## src/rtl/hazard_scoreboard.sv

```systemverilog
// Decode-side hazard scoreboard: tracks in-flight GPR writers after D and
// produces the decode stall plus the rs/rt forwarding selects.
module hs_src_match #(
    parameter int DEPTH = 3,
    parameter int RAW   = 5,
    parameter int TW    = 2,
    parameter int FW    = 2
) (
    input  logic                       bubble_d,
    input  logic [RAW-1:0]             src,
    input  logic [TW-1:0]              tuse,
    input  logic [DEPTH-1:0]           ent_vld,
    input  logic [DEPTH-1:0][RAW-1:0]  ent_rd,
    input  logic [DEPTH-1:0][TW-1:0]   ent_tnew,
    output logic                       hazard,
    output logic [FW-1:0]              fwd
);
    logic          used;
    logic          hit;
    logic [TW-1:0] hit_tnew;
    logic [FW-1:0] hit_sel;

    always_comb begin
        used     = (src != '0) && (tuse != '1) && !bubble_d;
        hit      = 1'b0;
        hit_tnew = '0;
        hit_sel  = '0;
        // Scan oldest to youngest so the youngest matching producer wins.
        for (int k = DEPTH-1; k >= 0; k--) begin
            if (ent_vld[k] && (ent_rd[k] == src)) begin
                hit      = 1'b1;
                hit_tnew = ent_tnew[k];
                hit_sel  = FW'(k + 1);
            end
        end
        hazard = used && hit && (hit_tnew > tuse);
        fwd    = (used && hit && (hit_tnew == '0)) ? hit_sel : '0;
    end
endmodule

module hazard_scoreboard #(
    parameter  int DEPTH     = 3,
    parameter  int RAW       = 5,
    parameter  int TW        = 2,
    parameter  int MD_CYCLES = 4,
    localparam int FW        = $clog2(DEPTH + 1),
    localparam int MDW       = $clog2(MD_CYCLES + 1)
) (
    input  logic           clk,
    input  logic           reset,
    input  logic           bubble_d,
    input  logic [RAW-1:0] rs_d,
    input  logic [RAW-1:0] rt_d,
    input  logic [TW-1:0]  tuse_rs,
    input  logic [TW-1:0]  tuse_rt,
    input  logic           wr_en_d,
    input  logic [RAW-1:0] wr_reg_d,
    input  logic [TW-1:0]  tnew_d,
    input  logic           md_start_d,
    input  logic           md_use_d,
    output logic           stall,
    output logic [FW-1:0]  fwd_rs,
    output logic [FW-1:0]  fwd_rt,
    output logic           md_busy
);
    logic [DEPTH-1:0]          ent_vld;
    logic [DEPTH-1:0][RAW-1:0] ent_rd;
    logic [DEPTH-1:0][TW-1:0]  ent_tnew;
    logic [MDW-1:0]            md_cnt;

    logic [1:0][RAW-1:0] src;
    logic [1:0][TW-1:0]  tuse;
    logic [1:0]          src_haz;
    logic [1:0][FW-1:0]  src_fwd;
    logic                md_stall;
    logic                issue;
    logic                ld_vld;

    assign src  = {rt_d, rs_d};
    assign tuse = {tuse_rt, tuse_rs};

    for (genvar g = 0; g < 2; g++) begin : g_src
        hs_src_match #(.DEPTH(DEPTH), .RAW(RAW), .TW(TW), .FW(FW)) u_match (
            .bubble_d (bubble_d),
            .src      (src[g]),
            .tuse     (tuse[g]),
            .ent_vld  (ent_vld),
            .ent_rd   (ent_rd),
            .ent_tnew (ent_tnew),
            .hazard   (src_haz[g]),
            .fwd      (src_fwd[g])
        );
    end

    assign fwd_rs   = src_fwd[0];
    assign fwd_rt   = src_fwd[1];
    assign md_busy  = (md_cnt != '0);
    assign md_stall = md_use_d && md_busy && !bubble_d;
    assign stall    = !bubble_d && ((|src_haz) || md_stall);
    assign issue    = !bubble_d && !stall;
    // Writes to $0 are architecturally dropped, so they never occupy an entry.
    assign ld_vld   = wr_en_d && issue && (wr_reg_d != '0);

    always_ff @(posedge clk) begin
        if (reset) begin
            ent_vld  <= '0;
            ent_rd   <= '0;
            ent_tnew <= '0;
            md_cnt   <= '0;
        end else begin
            ent_vld[0]  <= ld_vld;
            ent_rd[0]   <= ld_vld ? wr_reg_d : '0;
            ent_tnew[0] <= ld_vld ? tnew_d : '0;
            for (int k = 1; k < DEPTH; k++) begin
                ent_vld[k]  <= ent_vld[k-1];
                ent_rd[k]   <= ent_rd[k-1];
                ent_tnew[k] <= (ent_tnew[k-1] == '0) ? '0 : ent_tnew[k-1] - TW'(1);
            end
            if (md_start_d && issue)
                md_cnt <= MDW'(MD_CYCLES);
            else if (md_cnt != '0)
                md_cnt <= md_cnt - MDW'(1);
        end
    end
endmodule

```

## config.mk

```make
export PLATFORM = sky130hd
export DESIGN_NAME = hazard_scoreboard
export DESIGN_NICKNAME = d
export VERILOG_FILES = /design/src/rtl/hazard_scoreboard.sv
export SDC_FILE = /design/constraint.sdc
export NUM_CORES = 1
export LEC_CHECK = 0
export CORE_ASPECT_RATIO = 1.5
export CORE_UTILIZATION = 30
export CTS_CLUSTER_DIAMETER = 60
export DETAILED_ROUTE_END_ITERATION = 16
export PLACE_DENSITY = 0.59
export SYNTH_ARGS = -nofsm -noshare
export SYNTH_HDL_FRONTEND = slang
export SYNTH_SLANG_ARGS = --single-unit
```

## constraint.sdc

```tcl
create_clock -name clk -period 7.1 [get_ports clk]
set_input_delay 1.42 -clock clk [delete_from_list [all_inputs] [get_ports clk]]
set_output_delay 1.42 -clock clk [all_outputs]
set_load 0.005 [all_outputs]
```

==> tab_implementation.tex <==
\begin{tabular}{lr}
\hline
Metric & Value \\
\hline
\multicolumn{2}{l}{\textbf{Global route}} \\
\quad Vias in the first global route & 1,272 \\
\quad Global-route wire length before repair & 5930 µm \\
\quad Total routing usage reported by global routing & 14.2\% \\
\quad Overall overflow remaining after global route & 0 \\
\quad Maximum number of pins on one net before global-route repair & 21 \\
\quad Antenna violations before repair & 0 \\
\multicolumn{2}{l}{\textbf{Timing}} \\
\quad Clock period minus final worst setup slack & 6.18 ns \\
\quad Worst Tran Pin Value & 1.13 ns \\
\quad Setup violators final & 0 \\
\quad Minimum hold slack & 0.495 ns \\
\quad Slew Limit Fails & 0 \\
\quad Final-report hold violation count & 0 \\
\quad Portion of the clock cycle consumed by the worst path in the final layout & 87.0\% \\
\quad Sum of negative setup slack & 0 ns \\
\quad Worst slew margin relative to its limit & 23.5\% \\
\quad Peak clock frequency supported by timing & 162 MHz \\
\quad Maximum clock skew at final layout & 0.0112 ns \\
\quad Setup repair after global routing missed its margin & false \\
\multicolumn{2}{l}{\textbf{Cells and area}} \\
\quad Growth of design area from synthesis to finish & 27.3\% \\
\quad Diodes inserted & 0 \\
\quad Non-filler instance count after layout & 286 \\
\quad Top library cells by usage in the layout, fill and taps aside & 32 x clkdlybuf4s50\_1, 27 x dfxtp\_1, 23 x xnor2\_1 \\
\quad Fillcell total & 528 \\
\quad Most common cell after layout, fill and taps aside & clkdlybuf4s50\_1 \\
\quad Area taken by flip-flops and latches & 541 µm² \\
\quad Share of cells above drive strength 1 & 8.72\% \\
\quad Area taken by multi-input logic gates & 1030 µm² \\
\quad Utilization after layout & 40.0\% \\
\quad Final-stage net count & 254 \\
\multicolumn{2}{l}{\textbf{Clock network}} \\
\quad Number of CTS-inserted buffers & 3 \\
\quad Library cell used as clock root buffer & clkbuf\_8 \\
\quad \# H-tree levels & 1 \\
\quad Number of buffers inserted for hold repair after clock tree synthesis & 0 \\
\quad Number of buffers on the longest clock path & 2 \\
\quad TritonCTS clock tree & yes \\
\quad Clock sink total & 27 \\
\quad Clock Latency Late Sink & 0.27 ns \\
\quad Post-CTS Repair Setup Buffers & 0 \\
\quad Clock transition at the registers of the reported paths & 0.08 ns \\
\quad Quantity of gates resized following cts & 0 \\
\multicolumn{2}{l}{\textbf{Power}} \\
\quad Areal power density over the cells & 180 nW/µm² \\
\quad Leakage power figure & 0.738 nW \\
\quad Peak VDD IR & 61.4 µV \\
\multicolumn{2}{l}{\textbf{Yosys}} \\
\quad Summed instance area of the synthesized netlist & 1620 µm² \\
\quad Net count of the mapped netlist & 219 \\
\quad Number of distinct standard cells referenced by the synthesized netlist & 39 \\
\quad Synth Warn \# & 0 \\
\quad Post-Synthesis Mean Instance Area & 8.81 µm² \\
\quad Proportion of synthesized chip area in sequential cells & 33.3\% \\
\quad Library cell with the largest summed area after synthesis & dfxtp\_1 \\
\quad Post-Syn Instances & 184 \\
\quad Top cells by area in the synthesized netlist & dfxtp\_1 33\%, xnor2\_1 12\%, ha\_1 6.2\%, nor2b\_1 5.4\%, xor2\_1 4.3\% \\
\quad Area share of the largest cell type after synthesis & 33.3\% \\
\quad FF+latch count, synth & 27 \\
\multicolumn{2}{l}{\textbf{Critical path}} \\
\quad Slowest library cell on the worst path & clkdlybuf4s50\_1 \\
\quad Critical path's largest stage delay & 0.60 ns \\
\quad Crit path arrival time & 4.76 ns \\
\quad Cell mode on critical path & clkdlybuf4s50\_1 \\
\quad Series of cell instances along the critical path & clkdlybuf4s50\_1 -> xnor2\_1 -> nand4\_1 -> a311oi\_2 -> nand2\_1 -> a31oi\_1 -> inv\_1 -> ha\_1 -> a211oi\_1 -> o31ai\_2 -> o211ai\_2 -> clkdlybuf4s50\_1 \\
\quad Required time worst endpoint & 5.68 ns \\
\quad Crit start category & input pin \\
\quad Path type of the worst setup path & in -> out \\
\quad Maximum net fanout on the critical path & 9 \\
\quad CP Capture Type & output pin \\
\quad Total buffers and inverters traversed by the critical path & 3 \\
\quad Kind of cell with the highest combined delay on the critical path & compound AO/OA/AOI/OAI gates \\
\multicolumn{2}{l}{\textbf{Worst hold path}} \\
\quad Hold Path Class & reg -> reg \\
\multicolumn{2}{l}{\textbf{Die}} \\
\quad \# rows & 32 \\
\quad Overall die width & 62.0 µm \\
\quad Core area & 5160 µm² \\
\quad Initial standard-cell utilization of the core & 31.4\% \\
\quad Overall die area & 5710 µm² \\
\quad Die Span Y & 92.0 µm \\
\quad Count of pins on the block boundary & 33 \\
\multicolumn{2}{l}{\textbf{Routing}} \\
\quad DRC violation count after routing & 0 \\
\quad Mean routed wirelength per cell & 13.0 µm \\
\quad Aggregate routed wire length & 3720 µm \\
\quad Count of vias placed by the detailed router & 1,359 \\
\quad DRC violation total after the first TritonRoute iteration & 70 \\
\quad Routed via count divided by cell count & 4.75 \\
\quad Total iterations of the first detailed-routing run & 4 \\
\quad Post-DRT Antenna Nets & 0 \\
\multicolumn{2}{l}{\textbf{Place}} \\
\quad \# port buffers & 32 \\
\quad Placer's final routability congestion estimate & 0.931 \\
\quad Post-detailed-placement half-perimeter wirelength & 3090 µm \\
\quad Count of placed standard cells including taps & 282 \\
\multicolumn{2}{l}{\textbf{Outcome}} \\
\quad Outcome & finished, final reports clean \\
\multicolumn{2}{l}{\textbf{Job}} \\
\quad Reported max-cap violation count & 0 \\
\hline
\end{tabular}
==> stage by stage <==
stage / power, mW / setup WS (ns) / cell area [µm²]
floorplan: 0.244 / 2.34 / 1620
global placement: 0.287 / 0.934 / 2020
detailed placement: 0.289 / 0.933 / 2020
CTS: 0.375 / 0.924 / 2060
global route: 0.396 / 0.634 / 2060
finish: 0.371 / 0.921 / 2060
==> registers in the layout, indices dropped and copies added (netlist names) <==
signal / flops
ent_rd: 15
ent_tnew: 6
ent_vld: 3
md_cnt: 3
==> final timing paths <==
| path | start | endpoint | slack, ns | cells past startpoint |
|---|---|---|---|---|
| worst max register to register | ent_rd[8] | ent_rd[4] | 4.30 | 11 |
| worst min register to register | ent_vld[0] | ent_vld[1] | 0.49 | 1 |
| worst min-delay path | ent_vld[0] | ent_vld[1] | 0.49 | 1 |
| worst max-delay path | rs_d[0] | stall | 0.92 | 12 |
==> area by class of cell <==
cell class / instances / area share, %
timing repair buffer: 32 / 15.5
clock buffer: 4 / 2.18
multi-input combinational: 143 / 49.8
inverter: 12 / 2.18
tap: 68 / 4.12
sequential: 27 / 26.2
==> worst reg2reg max path: stages, from the launching register on <==
cell	delay [ns]
dfxtp_1	0.36
xor2_1	0.18
nor4_2	0.38
and3_1	0.31
nand2_1	0.07
a31oi_1	0.28
inv_1	0.08
ha_1	0.28
a211oi_1	0.29
o31ai_2	0.13
o211ai_2	0.21
nor2_1	0.12
==> cells in the mapped netlist (all sizes together) <==
library cell,n
dfxtp,27
xnor2,23
nor2,17
nand2,15
nor2b,15
inv,12
a21oi,9
ha,8
xor2,8
nor3,6
nand4,5
and2,4
o21ai,4
nor4,3
or4,3
a211oi,2
a31oi,2
clkbuf,2
nand3,2
o2111ai,2
o31ai,2
or2,2
a2111oi,1
a221oi,1
a311oi,1
and3,1
and3b,1
and4,1
mux2i,1
nor3b,1
nor4b,1
o211a,1
o211ai,1
==> cell families after synthesis <==
logic type	after synthesis	share of synthesized area [%]
compound gates	26	13.0
buf+inv	14	3.24
xor+xnor	31	16.7
fa+ha+maj	8	6.17
simple gates	77	26.9
flops	27	33.3
mux	1	0.617
==> routing by layer <==
metal / GRT usage [%] / vias up / routed length [µm]
li1: - / 700 / -
met1: 16.5 / 602 / 1530
met2: 23.4 / 44 / 1870
met3: 1.97 / 13 / 153
met4: 8.52 / 0 / 163
met5: 0 / - / 0
==> where the power goes <==
part	switching [mW]	internal [mW]	total, mW	leakage, nW
clock	0.0467	0.0402	0.0869	0.0228
sequential	0.00874	0.163	0.172	0.219
combinational	0.0530	0.0595	0.112	0.496
Power figures use the tool's default switching activity.
